[config.mk]
export PLATFORM = sky130hd
export DESIGN_NAME = pclk_ratio_monitor
export DESIGN_NICKNAME = d
export VERILOG_FILES = /design/src/rtl/pclk_ratio_monitor.sv
export SDC_FILE = /design/constraint.sdc
export NUM_CORES = 1
export LEC_CHECK = 0
export ABC_AREA = 1
export BUFFER_PORTS_ARGS = -buffer_cell sky130_fd_sc_hd__buf_2
export CAP_MARGIN = 25
export CORE_MARGIN = 1
export CORE_UTILIZATION = 53
export CTS_CLUSTER_SIZE = 40
export DETAILED_ROUTE_END_ITERATION = 12
export PLACE_DENSITY = 0.76
export SLEW_MARGIN = 20
export SYNTH_ARGS = -nofsm -noshare
export SYNTH_HDL_FRONTEND = slang
export SYNTH_SLANG_ARGS = --single-unit
export TNS_END_PERCENT = 100
[constraint.sdc]
create_clock -name Bit_Rate_Clk -period 3.1 [get_ports Bit_Rate_Clk]
set_input_delay 0.62 -clock Bit_Rate_Clk [delete_from_list [all_inputs] [get_ports Bit_Rate_Clk]]
set_output_delay 0.62 -clock Bit_Rate_Clk [all_outputs]
set_load 0.03 [all_outputs]
[src/rtl/pclk_ratio_monitor.sv]
// -----------------------------------------------------------------------------
// pclk_ratio_monitor
//
// Consumer-side checker for the PHY clock tree. The monitor counts
// Bit_Rate_Clk cycles between PCLK rising edges and compares each period with
// the ratio implied by DataBusWidth (8 -> 10, 16 -> 20, 32 -> 40, else 10).
// PCLK is qualified with a lock indication, a stuck-clock flag and a
// saturating count of lock-loss events.
//
// Ports:
//   Bit_Rate_Clk   in   monitor clock (bit-rate clock)
//   rst            in   asynchronous active-high reset
//   DataBusWidth   in   [5:0] configured parallel width (8/16/32)
//   PCLK_in        in   monitored PCLK (asynchronous to Bit_Rate_Clk)
//   clk_locked     out  period matched LOCK_CNT consecutive times
//   ratio_err      out  one-cycle pulse per mismatching period (TRACK/LOCKED)
//   clk_stuck      out  set on timeout, cleared on the next PCLK rising edge
//   err_count      out  [7:0] saturating count of lock-loss events
//   measured_ratio out  [7:0] last measured PCLK period in Bit_Rate_Clk cycles
// -----------------------------------------------------------------------------
module pclk_ratio_monitor #(
    parameter int LOCK_CNT = 4,
    parameter int TIMEOUT  = 200,
    parameter int TOL      = 0
) (
    input  logic       Bit_Rate_Clk,
    input  logic       rst,
    input  logic [5:0] DataBusWidth,
    input  logic       PCLK_in,
    output logic       clk_locked,
    output logic       ratio_err,
    output logic       clk_stuck,
    output logic [7:0] err_count,
    output logic [7:0] measured_ratio
);

    localparam logic [3:0] LOCK_C    = LOCK_CNT[3:0];
    localparam logic [7:0] TIMEOUT_C = TIMEOUT[7:0];
    localparam logic [7:0] TOL_C     = TOL[7:0];

    typedef enum logic [1:0] {
        SEEK   = 2'd0,
        TRACK  = 2'd1,
        LOCKED = 2'd2
    } state_t;

    state_t     state_r;
    logic       p1_r;
    logic       p2_r;
    logic [7:0] cyc_cnt_r;
    logic [3:0] match_cnt_r;
    logic [5:0] dbw_r;

    logic       rise_s;
    logic       width_chg_s;
    logic       timeout_s;
    logic       match_s;
    logic [7:0] period_s;
    logic [7:0] expected_s;
    logic [3:0] match_inc_s;

    // Ratio of bit-rate clock cycles per PCLK period for a given bus width.
    function automatic logic [7:0] expected_ratio(input logic [5:0] width);
        logic [7:0] ratio;
        case (width)
            6'd8:    ratio = 8'd10;
            6'd16:   ratio = 8'd20;
            6'd32:   ratio = 8'd40;
            default: ratio = 8'd10;
        endcase
        return ratio;
    endfunction

    // True when the measured period lies within TOL of the expected ratio.
    function automatic logic ratio_match(input logic [7:0] period,
                                         input logic [7:0] expected);
        logic [7:0] diff;
        diff = (period >= expected) ? (period - expected) : (expected - period);
        return (diff <= TOL_C);
    endfunction

    // Saturating 8-bit increment used by the error counter.
    function automatic logic [7:0] sat_inc8(input logic [7:0] value);
        return (value == 8'd255) ? 8'd255 : (value + 8'd1);
    endfunction

    // Edge detection, period arithmetic and event decode.
    always_comb begin
        rise_s      = p1_r & ~p2_r;
        width_chg_s = (DataBusWidth != dbw_r);
        period_s    = (cyc_cnt_r == 8'd255) ? 8'd255 : (cyc_cnt_r + 8'd1);
        expected_s  = expected_ratio(dbw_r);
        match_s     = ratio_match(period_s, expected_s);
        // SEEK never times out: there is no lock to lose yet.
        timeout_s   = (state_r != SEEK) && (cyc_cnt_r == TIMEOUT_C);
        match_inc_s = match_cnt_r + 4'd1;
    end

    // Two-stage sampler for PCLK_in; p1 also serves as the synchroniser.
    always_ff @(posedge Bit_Rate_Clk or posedge rst) begin
        if (rst) begin
            p1_r <= 1'b0;
            p2_r <= 1'b0;
        end else begin
            p1_r <= PCLK_in;
            p2_r <= p1_r;
        end
    end

    // Period counter: restarts on every rise, otherwise saturates at 255.
    always_ff @(posedge Bit_Rate_Clk or posedge rst) begin
        if (rst) begin
            cyc_cnt_r <= 8'd0;
        end else if (rise_s) begin
            cyc_cnt_r <= 8'd0;
        end else if (cyc_cnt_r != 8'd255) begin
            cyc_cnt_r <= cyc_cnt_r + 8'd1;
        end
    end

    // Lock FSM with all registered status outputs.
    always_ff @(posedge Bit_Rate_Clk or posedge rst) begin
        if (rst) begin
            state_r        <= SEEK;
            match_cnt_r    <= 4'd0;
            dbw_r          <= 6'd0;
            clk_locked     <= 1'b0;
            ratio_err      <= 1'b0;
            clk_stuck      <= 1'b0;
            err_count      <= 8'd0;
            measured_ratio <= 8'd0;
        end else begin
            ratio_err <= 1'b0;
            dbw_r     <= DataBusWidth;

            // Every rise reports its period and proves PCLK is toggling.
            if (rise_s) begin
                measured_ratio <= period_s;
                clk_stuck      <= 1'b0;
            end

            // A reconfiguration outranks both rise and timeout; it is not
            // counted as a lock loss.
            if (width_chg_s) begin
                state_r     <= SEEK;
                match_cnt_r <= 4'd0;
                clk_locked  <= 1'b0;
            end else if (rise_s) begin
                case (state_r)
                    SEEK: begin
                        // First edge closes a partial period: no comparison.
                        state_r     <= TRACK;
                        match_cnt_r <= 4'd0;
                    end
                    TRACK: begin
                        if (match_s) begin
                            match_cnt_r <= match_inc_s;
                            if (match_inc_s == LOCK_C) begin
                                state_r    <= LOCKED;
                                clk_locked <= 1'b1;
                            end
                        end else begin
                            match_cnt_r <= 4'd0;
                            ratio_err   <= 1'b1;
                        end
                    end
                    LOCKED: begin
                        if (!match_s) begin
                            state_r     <= TRACK;
                            match_cnt_r <= 4'd0;
                            clk_locked  <= 1'b0;
                            ratio_err   <= 1'b1;
                            err_count   <= sat_inc8(err_count);
                        end
                    end
                    default: begin
                        state_r     <= SEEK;
                        match_cnt_r <= 4'd0;
                        clk_locked  <= 1'b0;
                    end
                endcase
            end else if (timeout_s) begin
                state_r     <= SEEK;
                match_cnt_r <= 4'd0;
                clk_locked  <= 1'b0;
                clk_stuck   <= 1'b1;
                if (state_r == LOCKED) begin
                    err_count <= sat_inc8(err_count);
                end
            end
        end
    end

endmodule

### Word-level counts from Yosys, hierarchy flattened

Cells that the tools add are included.

* bits in registers: 41
* input bits: 9
* logic and storage cells: 86

* add/subtract/negate cells: 5
* $lt $le $gt $ge: 2
* equal/unequal tests: 15
* mux-type cells: 39
* bitwise operators: 3
* reduce and logical (&&, ||, !) cells: 11

Operators by type and width (number)
* $mux 8: 10
* $eq 8x8->1 const B: 3
* $mux 4: 5
* $add 8x1->8 const B: 2
* $sub 8x8->8: 2
* $mux 1: 14
* $mux 2: 6
* $ne 4x4->1 const B: 3
* $pmux 6 s2: 1
* $ge 8x8->1: 1
* $le 8x1->1 const B: 1
* $ne 8x8->1 const B: 1
* $pmux 4 s2: 1
* $reduce_and 4->1: 2
* $eq 6x5->1 const B: 1
* $eq 6x6->1 const B: 1
* $ne 6x6->1: 1
* $pmux 2 s3: 1
* $reduce_bool 2->1: 3
* $reduce_and 5->1: 1
* $add 4x1->4 const B: 1
* $eq 4x3->1 const B: 1
* $ne 3x3->1 const B: 1
* $pmux 1 s3: 1
* other kinds (10): 11

### Logic depth before layout (Yosys ltp)

Gate-level depths: netlist of the first run.

* depth in word-level cells: 9
* gate-level depth with buffers: 25
* gate-level depth less buffers: 25

### Worst setup path before layout of the first run

No wires, ideal clock.

* path type: register to register
* from: reg cyc_cnt_r[0]
* to: reg err_count[5]
* data arrival time: 2947 ps
* path slack: 30 ps
* stages on the path, launching flop included: 25
* period minus slack after synthesis: 3070 ps
* cell sequence: dfrtp_1 > ha_1 > nand2_1 > nor2_2 > nand2_2 > inv_1 > a21oi_1 > inv_1 > ha_1 > nand2_1 > inv_1 > nand2_1 > nor2_1 > nor2_1 > nand3_1 > nor2_1 > nand3_1 > nor2_1 > nand2_1 > a21oi_2 > nand2_2 > nand2_4 > inv_4 > nand2_1 > o21ai_1

* longest elaborated chain between the ends: 7

RTL lines
* from (decl): RTL line 50 `logic [7:0] cyc_cnt_r;`
* from (signal assigned): RTL line 117 `cyc_cnt_r <= cyc_cnt_r + 8'd1;`
* $add 8x1->8 or $eq 8x8->1 (tied branches): RTL line 91 `period_s = (cyc_cnt_r == 8'd255) ? 8'd255 : (cyc_cnt_r + 8'd1);`
* $mux 8 *: RTL line 91
* via period_s[2]: RTL line 58 `logic [7:0] period_s;`
* $sub 8x8->8 or $ge 8x8->1 (tied branches): RTL line 78 `diff = (period >= expected) ? (period - expected) : (expected - period);`
* $mux 8 *: RTL line 78
* $le 8x1->1 *: RTL line 79 `return (diff <= TOL_C);`
* $ne 2x2->1 (no source line) *
* $reduce_and 4->1 (no source line) *
* to (signal assigned): RTL line 173 `err_count <= sat_inc8(err_count);`
* to (signal assigned): RTL line 188 `err_count <= sat_inc8(err_count);`
* to (decl): RTL line 33 `output logic [7:0] err_count,`

The timed path passes the listed nets; every way through them passes the cells marked *.
A chain may end at the register's enable or synchronous reset.

### Worst setup path after layout of the first run

* from: reg cyc_cnt_r[1]
* to: reg match_cnt_r[3]

* longest elaborated chain between the ends: 9

RTL lines
* $add 8x1->8 or $eq 8x8->1 (tied branches): RTL line 91
* $mux 8 *: RTL line 91
* via period_s[2]: RTL line 58
* $sub 8x8->8 or $ge 8x8->1 (tied branches): RTL line 78
* $mux 8 *: RTL line 78
* $le 8x1->1 *: RTL line 79
* $mux 4: RTL line 156 `if (match_s) begin`
* $pmux 4 s2: RTL line 149 `case (state_r)`
* $mux 4: RTL line 148 `end else if (rise_s) begin`
* $mux 4: RTL line 144 `if (width_chg_s) begin`
* to (signal assigned): RTL line 157 `match_cnt_r <= match_inc_s;`
* to (decl): RTL line 51 `logic [3:0] match_cnt_r;`

Marked as above.

==> qor_table.md, run 1 <==
| Step | Result | Reported |
| --- | --- | --- |
| sta | Setup tns final | 0 ns |
| sta | Max Fclk | 325 MHz |
| placement | Number of placed instances with taps included | 476 |
| finish | Final std cell area, no fill | 3460 um^2 |
| synthesis | Synth top area share | 0.392 |
| route | 1st-iter DRT viols | 128 |
| power and ir drop | Switching part of the total | 0.400 |
| power and ir drop | Share of power burned in combinational logic | 0.496 |
| power and ir drop | Power share of the clock group | 0.192 |
| global routing | Initial antenna violation count | 0 |
| cts | Number of levels the H-tree was split into | 2 |
| finish | Top library cells by usage in the layout, fill and taps aside | 77 x sky130_fd_sc_hd__nand2_1, 49 x sky130_fd_sc_hd__inv_1, 43 x sky130_fd_sc_hd__nor2_1 |
| floorplanning | IO Pins | 28 |
| finish | Fraction of layout cells with a size suffix above 1 | 0.330 |
| worst setup path | Category of the most critical setup path | reg -> reg |
| finish | Area growth from synthesis to layout | 32.3% |
| placement | IO Port Bufs | 27 |
| hold path | Hold Path Class | reg -> reg |
| sta | Post-Route Skew | 0.00454 ns |
| sta | Total of endpoints with negative setup slack in the final report | 0 |
| finish | Fin nets | 456 |
| global routing | First-pass GRT wire length | 9.82 mm |
| synthesis | Proportion of synthesized area in mux cells | 0 |
| power and ir drop | Internal power | 1190 uW |
| power and ir drop | Power, Total | 1980 uW |
| synthesis | Number of flip-flops and latches in the synthesized netlist | 41 |
| finish | # fillers | 326 |
| cts | Number of buffers created by CTS | 5 |
| floorplanning | Initial cell density of the core | 0.554 |
| floorplanning | Core Footprint | 4720 um^2 |
| placement | Placer congestion estimate | 0.891 |
| route | Count of nets left with antenna violations after detail routing | 0 |
| sta | Unrepaired setup endpoints after global routing | yes |
| synthesis | Synth Warn # | 0 |
| finish | Final cell count without fillers | 497 |
| power and ir drop | PwrDens | 573 nW/um^2 |
| synthesis | Leading post-synthesis cells by cell area | sky130_fd_sc_hd__dfrtp_1 39%, sky130_fd_sc_hd__nand2_1 13%, sky130_fd_sc_hd__ha_1 8.1%, sky130_fd_sc_hd__inv_1 8.0%, sky130_fd_sc_hd__nor2_1 7.5% |
| cts | Clock tree root driver cell | sky130_fd_sc_hd__clkbuf_8 |
| route | Aggregate routed wire length | 6.58 mm |
| power and ir drop | Worst vdd rail ir drop | 0.476 mV |
| synthesis | Post-synthesis instance total | 359 |
| floorplanning | Die Wd | 72.3 um |
| worst setup path | Setup slack on the worst flop-to-flop path | 0.02 ns |
| synthesis | Area share of xor/xnor cells in the synthesized design | 0.0268 |
| worst setup path | Highest net fanout along the worst path | 4 |
| route | Routed wire length per instance | 13.2 um |
| power and ir drop | Switching power of the nets | 793 uW |
| cts | Clock tree from TritonCTS | built |
| route | Via count | 2,553 |
| synthesis | Share of the yosys chip area belonging to registers | 0.392 |
| synthesis | Area fraction in compound gates after synthesis | 0.0813 |
| placement | Detailed Place HPWL | 4.25 mm |
| synthesis | Synthesized Nets | 386 |
| floorplanning | Row count | 25 |
| power and ir drop | Share of total power in sequential cells | 0.312 |
| worst setup path | Worst setup EP type | flop |
| sta | Slew Limit Headroom | 0.623 |
| job | # Max-Cap Violations | 0 |
| sta | Shortest period the worst path allows | 3.08 ns |
| worst setup path | Arrival time at the worst endpoint | 3.29 ns |
| floorplanning | Die ar. | 5220 um^2 |
| worst setup path | Critical Path Source Type | flop |
| sta | Actual slew at the worst max-slew pin | 0.561 ns |
| synthesis | Distinct cell type count after synthesis | 32 |
| finish | Leading cell type in the layout, fill and taps excluded | sky130_fd_sc_hd__nand2_1 |
| route | Drt pass-1 iters | 4 |
| global routing | GRT Util Overall | 0.241 |
| route | Detailed-route DRC error count | 0 |
| synthesis | Post-synthesis share of cell area spent on full adders, half adders and majority gates | 0.0890 |
| synthesis | Dominant combinational cell family by area after synthesis | simple AND/OR/NAND/NOR gates |
| global routing | Final global-route overflow total | 0 |
| synthesis | Post-synthesis instance area | 2620 um^2 |
| status | Status | complete, no violations |
| worst setup path | Data required time at the worst endpoint | 3.32 ns |
| cts | Longest Clk Path Bufs | 2 |
| cts | Clock net sink count | 41 |
| finish | Count of inserted antenna diode cells | 0 |
| sta | Max Slew Vio Count | 0 |
| route | Post-DR vias/cell | 5.14 |
| placement | Total placed instance area | 3010 um^2 |
| finish | Fraction of the core area covered by cells at the end of the flow | 0.733 |
| floorplanning | Die Y-Extent | 72.3 um |
| sta | Crit share post-route | 0.993 |
| synthesis | Synth Area in Simple Gates | 0.315 |
| cts | Clock transition at the registers of the reported paths | 0.08 ns |
| cts | Post-CTS Hold Fix Bufs | 0 |
| sta | Final hold violation count | 0 |
| synthesis | Average cell area after synthesis | 7.29 um^2 |
| global routing | Maximum number of pins on one net before global-route repair | 42 |
| cts | Worst skew pair latency | 0.29 ns |
| power and ir drop | Leak pwr | 0.00186 uW |
| synthesis | Cell type with the highest aggregate area in the netlist | sky130_fd_sc_hd__dfrtp_1 |
| global routing | Vias in the first global route | 2,332 |
-- cell usage after synthesis (all sizes together) --
| master | number |
|---|---|
| nand2 | 95 |
| inv | 59 |
| nor2 | 54 |
| dfrtp | 41 |
| nand3 | 25 |
| o21ai | 25 |
| ha | 17 |
| a21oi | 10 |
| nor3 | 7 |
| xor2 | 5 |
| nand4 | 3 |
| xnor2 | 3 |
| a211oi | 2 |
| buf | 2 |
| clkinv | 2 |
| nor4 | 2 |
| o22ai | 2 |
| or2 | 2 |
| a31oi | 1 |
| clkbuf | 1 |
| fa | 1 |
-- critical path, cell delays in order (launching register included) --
cell and delay [ns]:
sky130_fd_sc_hd__dfrtp_1 0.41, sky130_fd_sc_hd__ha_2 0.20, sky130_fd_sc_hd__or2_2 0.32, sky130_fd_sc_hd__a21oi_4 0.21
sky130_fd_sc_hd__inv_1 0.09, sky130_fd_sc_hd__ha_4 0.27, sky130_fd_sc_hd__nand2_1 0.06, sky130_fd_sc_hd__inv_2 0.08
sky130_fd_sc_hd__nand2_2 0.06, sky130_fd_sc_hd__nor2_1 0.11, sky130_fd_sc_hd__nor2_2 0.07, sky130_fd_sc_hd__xnor2_1 0.13
sky130_fd_sc_hd__nor3_2 0.17, sky130_fd_sc_hd__nand3_2 0.15, sky130_fd_sc_hd__a21oi_4 0.21, sky130_fd_sc_hd__nand4_1 0.24
sky130_fd_sc_hd__o21ai_1 0.21
-- what timing repair did --
| action | 4_1_cts | 5_1_grt |
|---|---|---|
| buffers inserted | 1 | 11 |
| pin swaps | 4 | 23 |
| gates resized for setup | 11 | 63 |
| endpoints found under the setup margin | 15 | 16 |
| gates cloned | 1 | 0 |
-- per-stage QoR --
stage	setup slack [ns]	hold WS, ns
global route	-0.155	0.392
global placement	-0.0383	0.359
finish	0.0220	0.380
floorplan	0.0299	0.354
detailed placement	-0.103	0.364
CTS	0.00915	0.381
-- cell families (layout without fill, tap and decap cells) --
family | Yosys count | after routing
flops | 41 | 41
buf+inv | 64 | 134
compound gates | 40 | 40
fa+ha+maj | 18 | 18
xor+xnor | 8 | 8
simple gates | 188 | 189
-- sequential cells by signal, indices dropped and copies added (netlist names) --
signal	cells
cyc_cnt_r	8
p1_r	1
clk_locked	1
state_r	2
match_cnt_r	4
err_count	8
ratio_err	1
measured_ratio	8
dbw_r	6
p2_r	1
clk_stuck	1
-- per-layer routing --
| metal | global-route usage | routed length (um) | vias to the layer above |
|---|---|---|---|
| met5 | 0 | 0 | - |
| met4 | 0.0915 | 143 | 0 |
| met3 | 0.0417 | 267 | 14 |
| met2 | 0.401 | 3320 | 74 |
| met1 | 0.315 | 2850 | 1200 |
| li1 | - | - | 1265 |
-- cell type report --
class	count	area [um^2]	area share
Clock buffer	7	96.3	0.0278
Clock inverter	1	5.00	0.00145
Inverter	61	246	0.0712
Multi-Input combinational cell	255	1580	0.456
Sequential cell	41	1030	0.296
Tap cell	67	83.8	0.0242
Timing Repair Buffer	65	424	0.123
-- power groups by stage --
| stage | logic, uW | registers (uW) | clock network, uW |
|---|---|---|---|
| floorplan | 449 | 660 | 0 |
| global placement | 707 | 621 | 0 |
| detailed placement | 721 | 623 | 0 |
| CTS | 749 | 613 | 388 |
| global route | 1060 | 623 | 410 |
| finish | 982 | 619 | 381 |
-- worst paths after layout --
kind | start | endpoint | depth (start not counted)
worst max-delay path | cyc_cnt_r[1]$_DFFE_PP0P_ | match_cnt_r[3]$_DFFE_PP0P_ | 16
worst min-delay path | p1_r$_DFF_PP0_ | p2_r$_DFF_PP0_ | 0
worst max register to register | cyc_cnt_r[1]$_DFFE_PP0P_ | match_cnt_r[3]$_DFFE_PP0P_ | 16
worst min register to register | p1_r$_DFF_PP0_ | p2_r$_DFF_PP0_ | 0
max in group asynchronous | rst | dbw_r[1]$_DFF_PP0_ | 3
min in group asynchronous | rst | cyc_cnt_r[6]$_DFFE_PP0P_ | 3
Power figures use the tool's default switching activity.
==> inputs of run 2 (changes only) <==
- CTS_CLUSTER_SIZE: 40 -> 8
- PLACE_DENSITY: 0.76 -> 0.74
==> run 2 against run 1 <==
Compared with the run above: cell count is 0.60% lower; global-route usage is 0.78 points lower; die area stayed put; setup slack worse by 0.0020 ns; via count is 1.8% lower; count of clock-buffer cells in the layout is 1 lower; fmax hardly changed; clock skew hardly changed; largest cell class unchanged; largest power group unchanged.
==> qor_table.md, run 2 (synthesized netlist as in run 1, its figures left out) <==
| Step | Result | Reported | Change |
| --- | --- | --- | --- |
| global routing | Initial antenna violation count | 0 | unchanged |
| placement | IO Port Bufs | 27 | unchanged |
| placement | Total placed instance area | 3030 um^2 | was 3010 um^2 |
| finish | Registers with the most flip-flops | cyc_cnt_r x8, err_count x8, measured_ratio x8 | unchanged |
| cts | Clock tree from TritonCTS | built | unchanged |
| cts | Clock tree root driver cell | sky130_fd_sc_hd__clkbuf_8 | unchanged |
| global routing | GRT Util Overall | 0.233 | was 0.241 |
| floorplanning | Die Y-Extent | 72.3 um | unchanged |
| power and ir drop | Switching part of the total | 0.404 | was 0.400 |
| floorplanning | Die Wd | 72.3 um | unchanged |
| worst setup path | Worst setup EP type | flop | unchanged |
| floorplanning | Initial cell density of the core | 0.554 | unchanged |
| worst setup path | Most repeated library cell on the critical path | sky130_fd_sc_hd__nand2_2 | was sky130_fd_sc_hd__a21oi_4 |
| worst setup path | Critical Path Source Type | flop | unchanged |
| placement | Post-Place Worst Slack | -0.139 ns | was -0.103 ns |
| route | Count of nets left with antenna violations after detail routing | 0 | unchanged |
| sta | Post-Route Skew | 0.00477 ns | was 0.00454 ns |
| route | Via count | 2,507 | was 2,553 |
| cts | Clock net sink count | 41 | unchanged |
| hold path | Startpoint of the tightest hold check path | p1_r$_DFF_PP0_ | unchanged |
| cts | Number of buffers created by CTS | 5 | unchanged |
| floorplanning | Row count | 25 | unchanged |
| worst setup path | Startpoint of the worst-slack reg-to-reg timing path | cyc_cnt_r[1]$_DFFE_PP0P_ | unchanged |
| cts | Worst skew pair latency | 0.29 ns | about the same |
| route | Drt pass-1 iters | 4 | unchanged |
| placement | Placer congestion estimate | 0.916 | was 0.891 |
| finish | Area growth from synthesis to layout | 29.8% | was 32.3% |
| sta | Shortest period the worst path allows | 3.08 ns | about the same |
| route | Routed wire length per instance | 12.7 um | was 13.2 um |
| route | Detailed-route DRC error count | 0 | unchanged |
| worst setup path | Launching element of the worst setup path | cyc_cnt_r[1]$_DFFE_PP0P_ | unchanged |
| power and ir drop | PwrDens | 562 nW/um^2 | was 573 nW/um^2 |
| worst setup path | Data required time at the worst endpoint | 3.28 ns | was 3.32 ns |
| finish | Fin nets | 453 | was 456 |
| power and ir drop | Power, Total | 1910 uW | was 1980 uW |
| route | 1st-iter DRT viols | 204 | was 128 |
| power and ir drop | Share of total power in sequential cells | 0.325 | was 0.312 |
| finish | Count of inserted antenna diode cells | 0 | unchanged |
| sta | Max Fclk | 325 MHz | about the same |
| global routing | Maximum number of pins on one net before global-route repair | 42 | unchanged |
| global routing | Final global-route overflow total | 0 | unchanged |
| worst setup path | Arrival time at the worst endpoint | 3.26 ns | was 3.29 ns |
| worst setup path | Highest net fanout along the worst path | 8 | was 4 |
| job | # Max-Cap Violations | 0 | unchanged |
| placement | Detailed Place HPWL | 4.28 mm | was 4.25 mm |
| power and ir drop | Power share of the clock group | 0.170 | was 0.192 |
| global routing | Vias in the first global route | 2,288 | was 2,332 |
| sta | Max Slew Vio Count | 0 | unchanged |
| route | Aggregate routed wire length | 6.28 mm | was 6.58 mm |
| worst setup path | Setup slack on the worst flop-to-flop path | 0.02 ns | about the same |
| sta | Crit share post-route | 0.994 | was 0.993 |
| power and ir drop | Share of power burned in combinational logic | 0.505 | was 0.496 |
| finish | Leading cell type in the layout, fill and taps excluded | sky130_fd_sc_hd__nand2_1 | unchanged |
| worst setup path | Buffers and inverters on the worst path | 3 | was 2 |
| finish | # fillers | 346 | was 326 |
| finish | Top library cells by usage in the layout, fill and taps aside | 78 x sky130_fd_sc_hd__nand2_1, 49 x sky130_fd_sc_hd__inv_1, 46 x sky130_fd_sc_hd__nor2_1 | was 77 x sky130_fd_sc_hd__nand2_1, 49 x sky130_fd_sc_hd__inv_1, 43 x sky130_fd_sc_hd__nor2_1 |
| power and ir drop | Leak pwr | 0.00182 uW | was 0.00186 uW |
| cts | Clock transition at the registers of the reported paths | 0.07 ns | was 0.08 ns |
| sta | Slew Limit Headroom | 0.638 | was 0.623 |
| floorplanning | Core Footprint | 4720 um^2 | unchanged |
| sta | Final hold violation count | 0 | unchanged |
| floorplanning | IO Pins | 28 | unchanged |
| worst setup path | Delay of the slowest cell on the worst path | 0.38 ns | was 0.41 ns |
| global routing | First-pass GRT wire length | 9.46 mm | was 9.82 mm |
| floorplanning | Die ar. | 5220 um^2 | unchanged |
| route | Post-DR vias/cell | 5.07 | was 5.14 |
| power and ir drop | Internal power | 1140 uW | was 1190 uW |
| worst setup path | Top cell family by delay on the critical path | simple AND/OR/NAND/NOR gates | unchanged |
| worst setup path | List of cells traversed by the critical path | ha_2 > nand2_2 > nor2_4 > nand2_2 > clkinv_4 > nor2_2 > ha_2 > fa_2 > inv_2 > nand2_2 > nand2_2 > a21oi_2 > nand2_1 > nand3_2 > nor3_2 > nand3_2 > a21oi_4 > nand2_2 > nand2_4 > inv_6 > nand2_1 > o21ai_1 | was ha_2 > or2_2 > a21oi_4 > inv_1 > ha_4 > nand2_1 > inv_2 > nand2_2 > nor2_1 > nor2_2 > xnor2_1 > nor3_2 > nand3_2 > a21oi_4 > nand4_1 > o21ai_1 |
| cts | Post-CTS Hold Fix Bufs | 0 | unchanged |
| hold path | Hold Path Class | reg -> reg | unchanged |
| worst setup path | Highest-delay cell along the critical path | sky130_fd_sc_hd__dfrtp_1 | unchanged |
| sta | Crit path setup slack, layout | 0.0200 ns | was 0.0220 ns |
| power and ir drop | Switching power of the nets | 772 uW | was 793 uW |
| sta | Total of endpoints with negative setup slack in the final report | 0 | unchanged |
| finish | Final std cell area, no fill | 3400 um^2 | was 3460 um^2 |
| finish | Fraction of layout cells with a size suffix above 1 | 0.309 | was 0.330 |
| status | Status | complete, no violations | unchanged |
| cts | Number of levels the H-tree was split into | 2 | unchanged |
| sta | Actual slew at the worst max-slew pin | 0.538 ns | was 0.561 ns |
| sta | Unrepaired setup endpoints after global routing | yes | unchanged |
| cts | Longest Clk Path Bufs | 2 | unchanged |
| power and ir drop | Worst vdd rail ir drop | 0.363 mV | was 0.476 mV |
| worst setup path | Category of the most critical setup path | reg -> reg | unchanged |
run 2: cell count changes in the layout (fill, tap and decap cells not counted), sizes merged:
cell and change:
buf -3, clkbuf -1, clkinv +1
run 2: final timing paths:
kind / endpoint / depth (start not counted)
setup / recovery: err_count[7]$_DFFE_PP0P_ / 22
hold / removal: p2_r$_DFF_PP0_ / 0
setup reg to reg: err_count[7]$_DFFE_PP0P_ / 22
hold reg to reg: p2_r$_DFF_PP0_ / 0
max in group asynchronous: state_r[0]$_DFFE_PP0P_ / 3
min in group asynchronous: measured_ratio[7]$_DFFE_PP0P_ / 3
run 2: repair_timing:
action	CTS	global route
pin swaps	7	25
gates resized for setup	12	49
endpoints found under the setup margin	15	16
endpoints found under the hold margin	0	0
cloned	1	0
buffers inserted	1	7
run 2: power groups by stage:
stage                     sequential (uW)  clock [uW]  combinational, uW
after global placement                623           0                731
after global routing                  623         358               1060
final                                 620         325                965
after CTS                             615         335                771
after floorplan                       660           0                449
after detailed placement              625           0                744
run 2: area by class of cell:
| class | instances | area, um^2 | area share |
|---|---|---|---|
| Tap cell | 67 | 83.8 | 0.0247 |
| Timing Repair Buffer | 62 | 414 | 0.122 |
| Sequential cell | 41 | 1030 | 0.302 |
| Clock buffer | 6 | 72.6 | 0.0214 |
| Inverter | 61 | 239 | 0.0704 |
| Clock inverter | 2 | 10.0 | 0.00295 |
| Multi-Input combinational cell | 255 | 1550 | 0.457 |
run 2: through the flow:
| step | TNS, ns | util | hold WS [ns] | cells |
|---|---|---|---|---|
| CTS | 0 | 0.668 | 0.393 | 487 |
| global placement | -0.0709 | 0.642 | 0.362 | 477 |
| detailed placement | -1.30 | 0.642 | 0.376 | 477 |
| global route | -2.56 | 0.719 | 0.401 | 494 |
| finish | 0 | 0.719 | 0.390 | 494 |
| floorplan | 0 | - | 0.354 | 359 |
run 2: metal layers:
layer  track usage  up-vias  share of wire
li1              -     1259              -
met1         0.284     1141           0.41
met2         0.425       90           0.51
met3        0.0389       17          0.056
met4        0.0632        0          0.022
met5             0        -              0
==> inputs of run 3 (changes only) <==
- clock period: 3.1 -> 2.5 ns (I/O delays scaled with it)
==> run 3 against run 2 <==
Compared with the run above: the flow now finishes with violations (negative setup slack); count of clock-buffer cells in the layout fell by 1; highest routed layer unchanged; sequential share of layout area fell by 2.8 points; final area rose by 10%; first-iteration DRC count fell by 24%.
==> qor_table.md, run 3 (synthesized netlist as in run 1, its figures left out) <==
| Step | Result | Reported | Change |
| --- | --- | --- | --- |
| status | Status | finished with violations | was complete, no violations |
| status | Violations in the final reports | negative setup slack |  |
| route | Via count | 2,704 | was 2,507 |
| finish | Fraction of the core area covered by cells at the end of the flow | 0.794 | was 0.719 |
| floorplanning | Core Footprint | 4720 um^2 | unchanged |
| cts | Clock transition at the registers of the reported paths | 0.09 ns | was 0.07 ns |
| finish | Top library cells by usage in the layout, fill and taps aside | 74 x sky130_fd_sc_hd__nand2_1, 59 x sky130_fd_sc_hd__buf_4, 50 x sky130_fd_sc_hd__inv_1 | was 78 x sky130_fd_sc_hd__nand2_1, 49 x sky130_fd_sc_hd__inv_1, 46 x sky130_fd_sc_hd__nor2_1 |
| floorplanning | Die ar. | 5220 um^2 | unchanged |
| floorplanning | Initial cell density of the core | 0.554 | unchanged |
| placement | IO Port Bufs | 27 | unchanged |
| sta | Max Fclk | 314 MHz | was 325 MHz |
| global routing | M2 GR Usage | 0.495 | was 0.425 |
| global routing | Initial antenna violation count | 0 | unchanged |
| finish | Fin nets | 480 | was 453 |
| route | Aggregate routed wire length | 7.27 mm | was 6.28 mm |
| route | Post-DR vias/cell | 5.19 | was 5.07 |
| global routing | Global routing met1 resource utilization | 0.332 | was 0.284 |
| floorplanning | Die Wd | 72.3 um | unchanged |
| sta | Unrepaired setup endpoints after global routing | yes | unchanged |
| finish | Fraction of layout cells with a size suffix above 1 | 0.374 | was 0.309 |
| route | Count of nets left with antenna violations after detail routing | 0 | unchanged |
| global routing | Met3 routing resource usage after global routing | 0.0403 | was 0.0389 |
| floorplanning | Row count | 25 | unchanged |
| power and ir drop | Worst vdd rail ir drop | 0.424 mV | was 0.363 mV |
| finish | Area growth from synthesis to layout | 43.4% | was 29.8% |
| global routing | Global-route layer with the greatest usage | met2 | unchanged |
| sta | Setup tns final | -9.83 ns | was 0 ns |
| finish | # fillers | 299 | was 346 |
| global routing | GRT Util Overall | 0.278 | was 0.233 |
| sta | Crit path setup slack, layout | -0.680 ns | was 0.0200 ns |
| worst setup path | List of cells traversed by the critical path | ha_4 > nand2_4 > nor2_4 > nand2_4 > inv_8 > buf_6 > a21oi_4 > buf_6 > fa_2 > inv_2 > nor2_2 > a211oi_2 > a21oi_1 > nor2_1 > nand2_2 > a21oi_4 > nand2_2 > nand2_4 > inv_8 > nand2_2 > o21ai_1 | was ha_2 > nand2_2 > nor2_4 > nand2_2 > clkinv_4 > nor2_2 > ha_2 > fa_2 > inv_2 > nand2_2 > nand2_2 > a21oi_2 > nand2_1 > nand3_2 > nor3_2 > nand3_2 > a21oi_4 > nand2_2 > nand2_4 > inv_6 > nand2_1 > o21ai_1 |
| finish | Registers with the most flip-flops | cyc_cnt_r x8, err_count x8, measured_ratio x8 | unchanged |
| cts | Post-CTS Hold Fix Bufs | 0 | unchanged |
| sta | Final hold violation count | 0 | unchanged |
| cts | Clock net sink count | 41 | unchanged |
| global routing | Vias in the first global route | 2,631 | was 2,288 |
| power and ir drop | PwrDens | 743 nW/um^2 | was 562 nW/um^2 |
| cts | Clock tree root driver cell | sky130_fd_sc_hd__clkbuf_8 | unchanged |
| placement | Placer congestion estimate | 0.915 | was 0.916 |
| route | Routed wire length per instance | 14.0 um | was 12.7 um |
| floorplanning | IO Pins | 28 | unchanged |
| worst setup path | Highest-delay cell along the critical path | sky130_fd_sc_hd__dfrtp_1 | unchanged |
| placement | Post-Place Worst Slack | -0.688 ns | was -0.139 ns |
| sta | Crit share post-route | 1.27 | was 0.994 |
| power and ir drop | Leak pwr | 0.00199 uW | was 0.00182 uW |
| worst setup path | Critical Path Source Type | flop | unchanged |
| finish | Leading cell type in the layout, fill and taps excluded | sky130_fd_sc_hd__nand2_1 | unchanged |
| sta | Actual slew at the worst max-slew pin | 0.544 ns | was 0.538 ns |
| placement | Detailed Place HPWL | 4.52 mm | was 4.28 mm |
| sta | Total of endpoints with negative setup slack in the final report | 16 | was 0 |
| global routing | Final global-route overflow total | 0 | unchanged |
| worst setup path | Worst setup EP type | flop | unchanged |
| sta | Max Slew Vio Count | 0 | unchanged |
| route | Drt pass-1 iters | 5 | was 4 |
| cts | Number of levels the H-tree was split into | 2 | unchanged |
| global routing | Maximum number of pins on one net before global-route repair | 42 | unchanged |
| finish | Count of inserted antenna diode cells | 0 | unchanged |
| cts | Clock tree from TritonCTS | built | unchanged |
| global routing | First-pass GRT wire length | 11.2 mm | was 9.46 mm |
| route | 1st-iter DRT viols | 155 | was 204 |
| sta | Worst hold-check slack | 0.299 ns | was 0.390 ns |
| worst setup path | Delay of the slowest cell on the worst path | 0.44 ns | was 0.38 ns |
| worst setup path | Category of the most critical setup path | reg -> reg | unchanged |
| sta | Post-Route Skew | 0.0114 ns | was 0.00477 ns |
| job | # Max-Cap Violations | 0 | unchanged |
| worst setup path | Highest net fanout along the worst path | 8 | unchanged |
| cts | Worst skew pair latency | 0.31 ns | was 0.29 ns |
| cts | Number of buffers created by CTS | 5 | unchanged |
| hold path | Hold Path Class | in -> reg | was reg -> reg |
| power and ir drop | Power, Total | 2790 uW | was 1910 uW |
| floorplanning | Die Y-Extent | 72.3 um | unchanged |
| worst setup path | Arrival time at the worst endpoint | 3.39 ns | was 3.26 ns |
| worst setup path | Data required time at the worst endpoint | 2.71 ns | was 3.28 ns |
| route | Detailed-route DRC error count | 0 | unchanged |
| sta | Slew Limit Headroom | 0.634 | was 0.638 |
| sta | Shortest period the worst path allows | 3.18 ns | was 3.08 ns |
| cts | Longest Clk Path Bufs | 2 | unchanged |
[run 3: cell types whose count changed in the layout (fill, tap and decap cells not counted), sizes merged]
| cell | before | now |
|---|---|---|
| buf | 62 | 89 |
| bufinv | 0 | 2 |
| clkinv | 4 | 2 |
| clkbuf | 6 | 5 |
| inv | 59 | 60 |
[run 3: worst paths after layout]
| kind | startpoint | endpoint | slack [ns] | depth (start not counted) |
|---|---|---|---|---|
| max | cyc_cnt_r[1]$_DFFE_PP0P_ | err_count[7]$_DFFE_PP0P_ | -0.68 | 21 |
| max in group asynchronous | rst | cyc_cnt_r[2]$_DFFE_PP0P_ | 1.81 | 3 |
| min reg2reg | p1_r$_DFF_PP0_ | p2_r$_DFF_PP0_ | 0.39 | 0 |
| min | PCLK_in | p1_r$_DFF_PP0_ | 0.30 | 1 |
| min in group asynchronous | rst | err_count[7]$_DFFE_PP0P_ | 0.31 | 3 |
| max reg2reg | cyc_cnt_r[1]$_DFFE_PP0P_ | err_count[7]$_DFFE_PP0P_ | -0.68 | 21 |
[run 3: where the power goes]
part,switching (uW),total (uW),internal [uW],leakage [uW]
sequential,53.3,773,720,0.000521
clock,272,674,402,0.0000687
combinational,749,1340,589,0.00140
total,1070,2790,1710,0.00199
[run 3: worst max-delay path, delay by kind of cell, from the launching register on]
family / cells / cell delay, ns
buffers and inverters: 5 / 0.49
flip-flops: 1 / 0.44
AND/OR/NAND/NOR: 9 / 0.94
AO/OA/AOI/OAI: 5 / 0.66
adder cells (fa/ha/maj): 2 / 0.54
[run 3: area by class of cell]
| class | instances | area (um^2) | area share |
|---|---|---|---|
| clock buffer | 5 | 68.8 | 0.0183 |
| clock inverter | 3 | 68.8 | 0.0183 |
| inverter | 61 | 246 | 0.0657 |
| multi-input combinational | 255 | 1640 | 0.438 |
| sequential | 41 | 1030 | 0.274 |
| tap | 67 | 83.8 | 0.0223 |
| timing repair buffer | 89 | 612 | 0.163 |
[run 3: layer usage]
layer  vias up  share of wire
met5         -              0
met4         0          0.036
met3        27          0.050
met2        92           0.51
met1      1271           0.41
li1       1314              -
[run 3: metrics by stage]
stage	instances	instance area, um^2
2_1_floorplan	359	2670
3_3_place_gp	503	3270
3_5_place_dp	503	3270
4_1_cts	517	3530
5_1_grt	521	3750
6_report	521	3750
[run 3: timing repair]
item	in CTS	in global routing
resized for setup	28	45
gates cloned	1	0
pin swaps	13	33
setup buffers	6	4
setup endpoints to repair	16	16
